<file path="src/rtl/pwm_pkg.sv">
// -----------------------------------------------------------------------------
// pwm_pkg
// Shared definitions for the PWM capture block: default counter width and the
// capture FSM state encoding (2 bits).
// -----------------------------------------------------------------------------
`timescale 1ns/1ps
package pwm_pkg;

    // Default width of the cycle counter and of the period/duty_cycle outputs.
    localparam int unsigned PWM_WIDTH = 16;

    // Capture FSM states.
    //   ST_IDLE : disabled, counter cleared
    //   ST_ARM  : waiting for the first rising edge (partial period discarded)
    //   ST_HIGH : input high, counting high time
    //   ST_LOW  : input low, counting remainder of the period
    typedef enum logic [1:0] {
        ST_IDLE = 2'd0,
        ST_ARM  = 2'd1,
        ST_HIGH = 2'd2,
        ST_LOW  = 2'd3
    } pwm_state_e;

endpackage : pwm_pkg

</file>
<file path="src/rtl/pwm_sync_edge.sv">
// -----------------------------------------------------------------------------
// pwm_sync_edge
// Brings the asynchronous PWM input into the clk domain through a flip-flop
// synchronizer and detects edges on the synchronized level.
// Ports:
//   clk       in   system clock
//   rst_n     in   asynchronous active-low reset
//   async_in  in   asynchronous input level
//   s         out  synchronized level (last synchronizer stage)
//   rise      out  s went 0 -> 1 this cycle
//   fall      out  s went 1 -> 0 this cycle
// -----------------------------------------------------------------------------
`timescale 1ns/1ps
module pwm_sync_edge #(
    parameter int unsigned SYNC_STAGES = 2
) (
    input  logic clk,
    input  logic rst_n,
    input  logic async_in,
    output logic s,
    output logic rise,
    output logic fall
);

    logic [SYNC_STAGES-1:0] sync_q, sync_d;
    logic                   s_dly_q, s_dly_d;

    always_comb begin
        sync_d  = {sync_q[SYNC_STAGES-2:0], async_in};
        s_dly_d = sync_q[SYNC_STAGES-1];
    end

    always_ff @(posedge clk or negedge rst_n) begin
        if (!rst_n) begin
            sync_q  <= '0;
            s_dly_q <= 1'b0;
        end else begin
            sync_q  <= sync_d;
            s_dly_q <= s_dly_d;
        end
    end

    assign s    = sync_q[SYNC_STAGES-1];
    assign rise = s & ~s_dly_q;
    assign fall = ~s & s_dly_q;

endmodule : pwm_sync_edge

</file>
<file path="src/rtl/pwm_capture.sv">
// -----------------------------------------------------------------------------
// pwm_capture
// Measures an incoming PWM waveform: period and high time in clk cycles,
// in the same units the PWM generator takes. Reports a timeout when no edge
// is seen for 2^WIDTH-1 cycles, with the level the input was stuck at.
// Ports:
//   clk          in   system clock
//   rst_n        in   asynchronous active-low reset
//   en           in   capture enable; 0 forces IDLE
//   pwm_in       in   asynchronous PWM input
//   period       out  clk cycles between the last two rising edges
//   duty_cycle   out  clk cycles high within that period
//   valid        out  1-cycle pulse, period/duty_cycle just updated
//   timeout      out  1-cycle pulse, no edge for 2^WIDTH-1 cycles
//   stuck_level  out  pwm_in level at last timeout; cleared on valid
// -----------------------------------------------------------------------------
`timescale 1ns/1ps
module pwm_capture
    import pwm_pkg::*;
#(
    parameter int unsigned WIDTH       = PWM_WIDTH,
    parameter int unsigned SYNC_STAGES = 2
) (
    input  logic             clk,
    input  logic             rst_n,
    input  logic             en,
    input  logic             pwm_in,
    output logic [WIDTH-1:0] period,
    output logic [WIDTH-1:0] duty_cycle,
    output logic             valid,
    output logic             timeout,
    output logic             stuck_level
);

    localparam logic [WIDTH-1:0] CNT_MAX = '1;
    localparam logic [WIDTH-1:0] CNT_ONE = WIDTH'(1);

    logic s, rise, fall;

    pwm_sync_edge #(
        .SYNC_STAGES(SYNC_STAGES)
    ) u_sync_edge (
        .clk      (clk),
        .rst_n    (rst_n),
        .async_in (pwm_in),
        .s        (s),
        .rise     (rise),
        .fall     (fall)
    );

    pwm_state_e       state_q, state_d;
    logic [WIDTH-1:0] cnt_q, cnt_d;
    logic [WIDTH-1:0] high_cnt_q, high_cnt_d;
    logic [WIDTH-1:0] period_q, period_d;
    logic [WIDTH-1:0] duty_q, duty_d;
    logic             valid_q, valid_d;
    logic             timeout_q, timeout_d;
    logic             stuck_q, stuck_d;

    logic             at_max;
    logic             any_edge;
    logic [WIDTH-1:0] cnt_inc;

    always_comb begin
        at_max   = (cnt_q == CNT_MAX);
        any_edge = rise | fall;
        // Saturating increment: an edge landing exactly on CNT_MAX holds the
        // count and lets the timeout fire on the following edgeless cycle.
        cnt_inc  = at_max ? cnt_q : cnt_q + CNT_ONE;

        state_d    = state_q;
        cnt_d      = cnt_q;
        high_cnt_d = high_cnt_q;
        period_d   = period_q;
        duty_d     = duty_q;
        valid_d    = 1'b0;
        timeout_d  = 1'b0;
        stuck_d    = stuck_q;

        if (!en) begin
            state_d = ST_IDLE;
            cnt_d   = '0;
        end else if (state_q != ST_IDLE && at_max && !any_edge) begin
            timeout_d = 1'b1;
            stuck_d   = s;
            cnt_d     = '0;
            state_d   = ST_ARM;
        end else begin
            unique case (state_q)
                ST_IDLE: begin
                    cnt_d   = '0;
                    state_d = ST_ARM;
                end
                ST_ARM: begin
                    if (rise) begin
                        cnt_d   = CNT_ONE;
                        state_d = ST_HIGH;
                    end else begin
                        cnt_d = cnt_inc;
                    end
                end
                ST_HIGH: begin
                    cnt_d = cnt_inc;
                    if (fall) begin
                        high_cnt_d = cnt_q;
                        state_d    = ST_LOW;
                    end
                end
                ST_LOW: begin
                    if (rise) begin
                        period_d = cnt_q;
                        duty_d   = high_cnt_q;
                        valid_d  = 1'b1;
                        stuck_d  = 1'b0;
                        cnt_d    = CNT_ONE;
                        state_d  = ST_HIGH;
                    end else begin
                        cnt_d = cnt_inc;
                    end
                end
                default: begin
                    state_d = ST_IDLE;
                    cnt_d   = '0;
                end
            endcase
        end
    end

    always_ff @(posedge clk or negedge rst_n) begin
        if (!rst_n) begin
            state_q    <= ST_IDLE;
            cnt_q      <= '0;
            high_cnt_q <= '0;
            period_q   <= '0;
            duty_q     <= '0;
            valid_q    <= 1'b0;
            timeout_q  <= 1'b0;
            stuck_q    <= 1'b0;
        end else begin
            state_q    <= state_d;
            cnt_q      <= cnt_d;
            high_cnt_q <= high_cnt_d;
            period_q   <= period_d;
            duty_q     <= duty_d;
            valid_q    <= valid_d;
            timeout_q  <= timeout_d;
            stuck_q    <= stuck_d;
        end
    end

    assign period      = period_q;
    assign duty_cycle  = duty_q;
    assign valid       = valid_q;
    assign timeout     = timeout_q;
    assign stuck_level = stuck_q;

endmodule : pwm_capture

</file>
<file path="config.mk">
export PLATFORM = sky130hd
export DESIGN_NAME = pwm_capture
export DESIGN_NICKNAME = d
export VERILOG_FILES = /design/src/rtl/pwm_pkg.sv /design/src/rtl/pwm_sync_edge.sv /design/src/rtl/pwm_capture.sv
export SDC_FILE = /design/constraint.sdc
export NUM_CORES = 1
export LEC_CHECK = 0
export CAP_MARGIN = 30
export CORE_MARGIN = 2
export CORE_UTILIZATION = 45
export CTS_CLUSTER_DIAMETER = 40
export DETAILED_ROUTE_END_ITERATION = 8
export PLACE_DENSITY = 0.7
export RECOVER_POWER = 50
export SYNTH_ARGS = -nofsm -noshare
export SYNTH_HDL_FRONTEND = slang
export SYNTH_SLANG_ARGS = --single-unit
export TNS_END_PERCENT = 30
</file>
<file path="constraint.sdc">
create_clock -name clk -period 3.2 [get_ports clk]
set_input_delay 0.64 -clock clk [delete_from_list [all_inputs] [get_ports clk]]
set_output_delay 0.64 -clock clk [all_outputs]
set_load 0.01 [all_outputs]
</file>
==> results of run 1 <==
[registers in the layout, summed over array words and instances, names as in the netlist]
signal,flops
cnt_q,16
duty_cycle,16
high_cnt_q,16
period,16
state_q,2
u_sync_edge.sync_q,2
stuck_level,1
timeout,1
u_sync_edge.s_dly_q,1
valid,1
[worst min-delay path by stage]
stage / start / end / slack [ns] / depth (start not counted)
global route: u_sync_edge.sync_q[0] / u_sync_edge.sync_q[1] / 0.39 / 0
detailed placement: u_sync_edge.sync_q[0] / u_sync_edge.sync_q[1] / 0.35 / 0
floorplan: u_sync_edge.sync_q[0] / u_sync_edge.sync_q[1] / 0.33 / 0
global placement: u_sync_edge.sync_q[0] / u_sync_edge.sync_q[1] / 0.33 / 0
finish: u_sync_edge.sync_q[0] / u_sync_edge.sync_q[1] / 0.37 / 0
CTS: u_sync_edge.sync_q[0] / u_sync_edge.sync_q[1] / 0.38 / 0
[layer usage]
layer / GRT usage, % / wire length [µm]
met1: 24.0 / 2520
met5: 0 / 0
met3: 3.60 / 272
met2: 22.9 / 2320
met4: 8.95 / 115
[power by group through the flow]
stage	Sequential (mW)	Combinational, mW	Clock (mW)
after CTS	0.925	0.0534	0.673
after floorplan	0.941	0.0212	0
after global routing	0.926	0.0586	0.712
after detailed placement	0.943	0.0532	0
after global placement	0.942	0.0513	0
final	0.926	0.0504	0.655
[worst register-to-register path, cell delays in order (launching register included)]
cell,delay [ns]
dfrtp_1,0.48
nand4_1,0.25
or4_1,0.78
o21ai_4,0.29
nand2b_1,0.17
buf_4,0.29
mux2_2,0.38
[layout make-up]
cell class	count	area, µm²
tap	77	96.3
multi-input combinational	136	1070
sequential	72	1800
inverter	6	22.5
fill	532	2790
timing repair buffer	44	417
clock buffer	13	169
clock inverter	3	15.0
[placed cells by master, fill, tap and decap left out, types with 2 or more instances in the layout]
cell type and n:
a21oi_1 4, and3_1 2, buf_4 3, clkbuf_1 3
clkbuf_8 12, clkdlybuf4s50_1 22, clkinv_2 3, dfrtp_1 72
dlygate4sd3_1 15, ha_1 3, inv_1 6, mux2_1 38
mux2_2 11, nand2_1 11, nand3_1 6, nand4_1 5
nor2_1 18, nor3_1 8, nor4_1 4, o21ai_0 5
or2_2 2, xnor2_1 7, xor2_1 2
[logic make-up after synthesis]
logic type | after synthesis | share of synthesized area [%]
mux | 49 | 18.6
flops | 72 | 60.6
compound gates | 13 | 2.82
buf+inv | 15 | 3.49
simple gates | 62 | 10.6
xor+xnor | 9 | 2.65
fa+ha+maj | 3 | 1.26
==> run metrics, run 1 <==
synth cell count leaders dfrtp_1, mux2_1, nor2_1, mux2_2, nand2_1; CP Data Required Time about 3.4 ns; Power Density approximately 450 nW/µm²; clock skew 0.00604 ns; FF-to-FF setup slack about 0.44 ns; via count approximately 1.9k; worst-path cell chain nand4_1, or4_1, o21ai_4, nand2b_1, buf_4, mux2_2; sequential share of power between 50% and 60%; worst setup path start cnt_q[3]; Netlist cell types 32; die area approximately 7300 µm²; number of nets in the layout roughly 280; Critical Path Stages 6; most frequent cell after synthesis dfrtp_1; CP Launch Type register; worst reg2reg path depth 6; Layout area overhead 21.0%; final hold vios 0; post-placement cell count ~340; CTS hold repair buffers 0; row count 29; final worst-path cycle share between 80% and 90%; first-pass GRT wire length between 9000 and 10000 µm; share of the yosys chip area belonging to registers about three fifths; final worst slack about 0.44 ns; Mapped Cells roughly 220; design area approximately 3600 µm²; DR iter-0 viols slightly below 100; R2R Path End period[1]; Remaining Overflow, GRT 0; Initial Util 46.5%; status finished, violations left; Fin Hold WS between 0.3 and 0.4 ns; synthesized area per cell 13.3 µm²; failing checks max-capacitance violations, max-slew violations; PostCTS Resize Cnt 0; post-synth net total between 200 and 250; Internal roughly 1.3 mW; Reg clk slew, reported paths around 0.07 ns; clock share of power 40.1%; CTS tree done; cell area after synthesis 2970 µm²; WS Path Type reg -> reg; peak supply drop between 0.0002 and 0.00025 V; setup TNS 0 ns; WL/cell between 10 and 15 µm; Detail Placement HPWL about 3600 µm; crit-path max cell delay roughly 0.8 ns; CTS sink count 72; final cell count without fillers roughly 350; Tmin final between 2 and 3 ns; DRT Wirelength 5230 µm; main area contributors after synthesis dfrtp_1, mux2_1, mux2_2; Sw Share a little over a fifth; GRT Total Usage about 16%; Core Area approximately 6400 µm²; worst r2r src cnt_q[3]; H-Tree Depth 3; Clk Tree Root Cell clkbuf_8; die width 85.3 µm; count of max-cap constraint violations 1; Post-synth ARST share 100%; initial antenna violation count 0; vias per cell 5.34; unrepaired setup endpoints after global routing no; commonest register cell after synthesis dfrtp_1; WP data arrival roughly 3 ns; Post-CTS Setup Bufs 0; Post-DP Area approximately 3400 µm²; pin slew with the least headroom to its limit around 1.8 ns; LEAKAGE around 1.8 nW; Worst Hold Class reg -> reg; CTS Buf Count 9; final setup vio count 0; DRC viols 0; post-synth top area cell dfrtp_1; Placement Setup Slack around 0.48 ns; GPL Wtd Cong between 0.7 and 0.8; clk_lat worst skew between 0.3 and 0.4 ns; net switching power ~0.36 mW; Tot Pwr 1.63 mW; Port-buffer cells 38; Max Buffers Root-to-Sink 2; register bit total from synthesis 72; Comb pwr share a little over 3%; CP top delay family simple AND/OR/NAND/NOR gates; final core area utilization approximately 56%; Post-synth EDFFs 0; CP endpoint period[1]; top-area cell type share of the netlist area between 60 and 70%; ant diodes 0; Die Ht 85.3 µm; crit path capture type register; critical path peak fanout 20; Slew HR -19.8%; fraction of layout cells with a size suffix above 1 between 10 and 15%; post-route ant nets 0; vias in the first global route 1902; yosys warns 0; max-slew violation count 35; Buf/Inv on CP 1; fmax 362 MHz; DRT Pass-1 Iters 4; IO Pins 39; critical path's slowest cell or4_1; largest net degree at the start of global routing 35
Note: power is estimated with default switching activity, not from simulation.
==> inputs of run 2 (changes only) <==
--- a/config.mk
+++ b/config.mk
@@ -7,10 +7,10 @@
 export LEC_CHECK = 0
 export CAP_MARGIN = 30
 export CORE_MARGIN = 2
-export CORE_UTILIZATION = 45
+export CORE_UTILIZATION = 54
 export CTS_CLUSTER_DIAMETER = 40
 export DETAILED_ROUTE_END_ITERATION = 8
-export PLACE_DENSITY = 0.7
+export PLACE_DENSITY = 0.81
 export RECOVER_POWER = 50
 export SYNTH_ARGS = -nofsm -noshare
 export SYNTH_HDL_FRONTEND = slang
==> run metrics, run 2 (synthesis gave the netlist of run 1 again) <==
count of max-cap constraint violations 1; DRT Pass-1 Iters 4; post-placement cell count between 300 and 400; status finished, violations left; Placement Setup Slack between 0.4 and 0.5 ns; final cell count without fillers ~350; Clk Tree Root Cell clkbuf_8; CP Launch Type register; die area around 6100 µm²; DRT Wirelength 5230 µm; fmax between 300 and 400 MHz; CTS tree done; final hold vios 0; H-Tree Depth 3; Tmin final approximately 2.8 ns; Die Ht between 70 and 80 µm; Top Usage Layer GRT met2; GRT Total Usage between 10% and 20%; Worst Hold Class reg -> reg; via count between 1.5k and 2k; Max Buffers Root-to-Sink 2; largest net degree at the start of global routing 42; die width 78.2 µm; clk_lat worst skew ~0.34 ns; Core Area between 5000 and 6000 µm²; final setup vio count 0; FF-to-FF setup slack 0.44 ns; crit path capture type register; peak supply drop 0.000385 V; unrepaired setup endpoints after global routing no; final worst slack 0.442 ns; PostCTS Resize Cnt 0; row count 27; first-pass GRT wire length approximately 9300 µm; setup TNS 0 ns; fraction of layout cells with a size suffix above 1 between 10% and 20%; IO Pins 39; LEAKAGE 1.74 nW; Slew HR -8.49%; Initial Util around 55%; number of nets in the layout roughly 280; max-slew violation count 33; initial antenna violation count 0; met3 Track Usage GR under 10%; Post-CTS Setup Bufs 0; critical path peak fanout 21; final core area utilization between 60 and 70%; CTS Buf Count 9; DR iter-0 viols 149; WS Path Type reg -> reg; vias per cell 5.43; WP data arrival around 3.0 ns; Port-buffer cells 38; Fin Hold WS roughly 0.35 ns; clock skew approximately 0.006 ns; Power Density around 440 nW/µm²; commonest non-fill, non-tap cell in the layout dfrtp_1; pin slew with the least headroom to its limit 1.63 ns; Reg clk slew, reported paths 0.07 ns; most frequent cells in the layout dfrtp_1, mux2_1, clkdlybuf4s50_1, nor2_1, dlygate4sd3_1; vias in the first global route about 1.9k; design area 3570 µm²; Layout area overhead 20.0%; WL/cell 15.2 µm; Remaining Overflow, GRT 0; final worst-path cycle share a little under nine tenths; M1 GR Usage 26.9%; CTS sink count 72; Post-DP Area ~3400 µm²; met2 usage 30.5%; failing checks max-capacitance violations, max-slew violations; DRC viols 0; ant diodes 0; CP Data Required Time roughly 3.4 ns; Detail Placement HPWL approximately 3600 µm; Tot Pwr around 1.6 mW; CTS hold repair buffers 0; post-route ant nets 0; GPL Wtd Cong roughly 0.86
run 2: path summary, 6_finish.rpt:
| kind | start | to | depth (start not counted) |
|---|---|---|---|
| setup / recovery | cnt_q[3] | period[3] | 6 |
| hold / removal | u_sync_edge.sync_q[0] | u_sync_edge.sync_q[1] | 0 |
| setup reg to reg | cnt_q[3] | period[3] | 6 |
| hold reg to reg | u_sync_edge.sync_q[0] | u_sync_edge.sync_q[1] | 0 |
| max in group asynchronous | rst_n | duty_cycle[10] | 2 |
| min in group asynchronous | rst_n | period[2] | 1 |
run 2: layer usage:
| layer | part of all wire (%) | vias up |
|---|---|---|
| met3 | 5.5 | 11 |
| met2 | 49 | 56 |
| li1 | - | 871 |
| met4 | 1.9 | 0 |
| met1 | 44 | 936 |
| met5 | 0 | - |
run 2: layout make-up:
| cell class | instances | area [µm²] |
|---|---|---|
| timing repair buffer | 43 | 413 |
| tap | 72 | 90.1 |
| clock buffer | 12 | 145 |
| clock inverter | 4 | 20.0 |
| fill | 421 | 1840 |
| inverter | 6 | 22.5 |
| sequential | 72 | 1800 |
| multi-input combinational | 136 | 1070 |
run 2: worst max-delay path, cell delays in order, from the launching register on:
cell and delay [ns]:
dfrtp_1 0.48, nand4_1 0.27, or4_1 0.78, o21ai_4 0.29
nand2b_1 0.15, buf_4 0.29, mux2_2 0.37
run 2: where the power goes:
part | leakage, nW | switching, mW | internal, mW
clock network | 0.0899 | 0.307 | 0.297
registers | 0.995 | 0.00752 | 0.918
logic | 0.659 | 0.0339 | 0.0148
==> inputs of run 3 (changes only) <==
--- a/config.mk
+++ b/config.mk
@@ -7,12 +7,13 @@
 export LEC_CHECK = 0
 export CAP_MARGIN = 30
 export CORE_MARGIN = 2
-export CORE_UTILIZATION = 54
+export CORE_UTILIZATION = 55
 export CTS_CLUSTER_DIAMETER = 40
 export DETAILED_ROUTE_END_ITERATION = 8
-export PLACE_DENSITY = 0.81
+export PLACE_DENSITY = 0.82
 export RECOVER_POWER = 50
 export SYNTH_ARGS = -nofsm -noshare
 export SYNTH_HDL_FRONTEND = slang
+export SYNTH_HIERARCHICAL = 1
 export SYNTH_SLANG_ARGS = --single-unit
 export TNS_END_PERCENT = 30
==> run metrics, run 3 <==
critical path peak fanout 33; commonest register cell after synthesis dfrtp_1; Worst Hold Class reg -> reg; Buf/Inv on CP 3; final setup vio count 0; DRT Wirelength a little under 6000 µm; final hold vios 0; WP data arrival around 2.9 ns; LEAKAGE between 1.5 and 2 nW; setup TNS 0 ns; worst reg2reg path depth 6; net switching power between 0.3 and 0.4 mW; Post-synth EDFFs 0; Netlist cell types 43; CTS hold repair buffers 0; synth cell count leaders nand2_1, dfrtp_1, mux2_2, a21oi_1, nor2_1; Internal roughly 1.4 mW; worst-path cell chain dlygate4sd3_1, nand4_1, inv_1, clkbuf_1, nand2_1, nand2_1; Critical Path Stages 6; status finished, violations left; worst r2r src u_sync_edge/sync_q[1]; Tmin final ~2.6 ns; Mapped Cells 301; Layout area overhead 19.5%; Tot Pwr roughly 1.8 mW; sequential share of power between 50% and 60%; first-pass GRT wire length ~10000 µm; post-synth net total 306; Slew HR -13.3%; post-synth top area cell dfrtp_1; Port-buffer cells 38; Core Area 5510 µm²; CTS sink count just over 70; clk_lat worst skew around 0.34 ns; clock share of power between 40% and 50%; count of max-cap constraint violations 1; DRT Pass-1 Iters 4; critical path's slowest cell clkbuf_1; clock skew approximately 0.0073 ns; WL/cell 14.2 µm; Sw Share a little over a fifth; Worst Hold Depth 0; Placement Setup Slack roughly 0.42 ns; number of nets in the layout about 340; H-Tree Depth 3; CP Data Required Time approximately 3.5 ns; yosys warns 6; most frequent cells in the layout nand2_1, dfrtp_1, clkdlybuf4s50_1, mux2_2, a21oi_1; die area approximately 6300 µm²; peak supply drop around 0.00030 V; CP Launch Type primary input; fmax 383 MHz; WS Path Type in -> reg; CTS tree done; final worst-path cycle share ~82%; Initial Util between 50% and 60%; via count between 2k and 2.5k; post-route ant nets 0; synthesized area per cell 10.4 µm²; DR iter-0 viols 120; vias per cell around 5.4; initial antenna violation count 0; Reg clk slew, reported paths around 0.070 ns; GPL Wtd Cong slightly above 0.8; commonest non-fill, non-tap cell in the layout nand2_1; Fillers about 410; max-slew violation count 30; DRC viols 0; CTS Buf Count 9; Remaining Overflow, GRT 0; row count 27; cell area after synthesis about 3100 µm²; CP top delay family buffers and inverters; main area contributors after synthesis dfrtp_1, nand2_1, mux2_2; share of the yosys chip area belonging to registers 57.7%; Comb pwr share 3.5%; Clk Tree Root Cell clkbuf_8; IO Pins 39; vias in the first global route around 2.2k; Max Buffers Root-to-Sink 2; ant diodes 0; crit path capture type register; final worst slack 0.590 ns; register bit total from synthesis 72; top-area cell type share of the netlist area between 50% and 60%; CP dominant cell by count nand2_1; Post-CTS Setup Bufs 0; most frequent cell after synthesis nand2_1; crit-path max cell delay 1.00 ns; worst setup path start en; PostCTS Resize Cnt 0; Detail Placement HPWL around 3800 µm; failing checks max-capacitance violations, max-slew violations; register area 1800 µm²; largest net degree at the start of global routing 44; Worst Min Path Start u_sync_edge/sync_q[0]; Multi-input gate area about 1200 µm²; GRT Total Usage between 20% and 30%; pin slew with the least headroom to its limit roughly 1.7 ns; Power Density 469 nW/µm²; Post-synth ARST share 100%; die width slightly below 80 µm; Die Ht approximately 79 µm; unrepaired setup endpoints after global routing no; fraction of layout cells with a size suffix above 1 13.2%
==> run 3: cell count changes after synthesis, sizes merged, moves of 5 or more <==
| cell | change |
|---|---|
| a21oi | +10 |
| buf | +5 |
| mux2 | -32 |
| nand2 | +93 |
| nor2 | -11 |
| nor3 | -6 |
| xnor2 | -5 |
==> run 3: path summary, 6_finish.rpt <==
| path | slack (ns) | to |
|---|---|---|
| setup / recovery | 0.59 | period[15] |
| hold / removal | 0.36 | u_sync_edge/sync_q[1] |
| setup reg to reg | 0.77 | period[15] |
| hold reg to reg | 0.36 | u_sync_edge/sync_q[1] |
| max in group asynchronous | 1.47 | duty_cycle[15] |
| min in group asynchronous | 0.74 | u_sync_edge/sync_q[0] |
==> run 3: routing by layer <==
layer  part of all wire (%)  wire length [µm]  up-vias  track usage (%)
met1                     47              2740     1080             28.8
met5                      0                 0        -                0
li1                       -                 -     1081                -
met3                    4.0               233       10             5.00
met4                    1.8               104        0             10.2
met2                     47              2780       53             33.8
==> run 3: kinds of logic (layout without fill, tap and decap cells) <==
group           Yosys count  in the layout  share of synthesized area, %
compound gates           32             32                          6.58
xor+xnor                  5              5                          1.40
fa+ha+maj                 1              1                         0.401
buf+inv                  23             63                          4.01
flops                    72             72                          57.7
mux                      19             19                          6.78
simple gates            149            149                          23.1
==> run 3: cell type report <==
cell class                      instances  area share (%)
Clock inverter                          6            2.25
Clock buffer                           10            3.42
Inverter                                5           0.503
Timing Repair Buffer                   42            11.1
Tap cell                               72            2.42
Multi-Input combinational cell        206            32.0
Sequential cell                        72            48.3
==> run 3: through the flow <==
step	instance area, µm²	utilization (%)	cells	hold slack [ns]
global route	3730	67.7	413	0.372
global placement	3520	64.0	397	0.332
CTS	3730	67.8	413	0.352
finish	3730	67.7	413	0.362
detailed placement	3520	64.0	397	0.346
floorplan	3120	-	301	0.331
==> run 3: power by group through the flow <==
stage               sequential, mW  combinational (mW)  clock, mW
floorplan                    0.944              0.0333          0
global placement             0.946              0.0616          0
detailed placement           0.946              0.0632          0
CTS                          0.928              0.0635      0.776
global route                 0.930              0.0711      0.821
finish                       0.929              0.0614      0.760
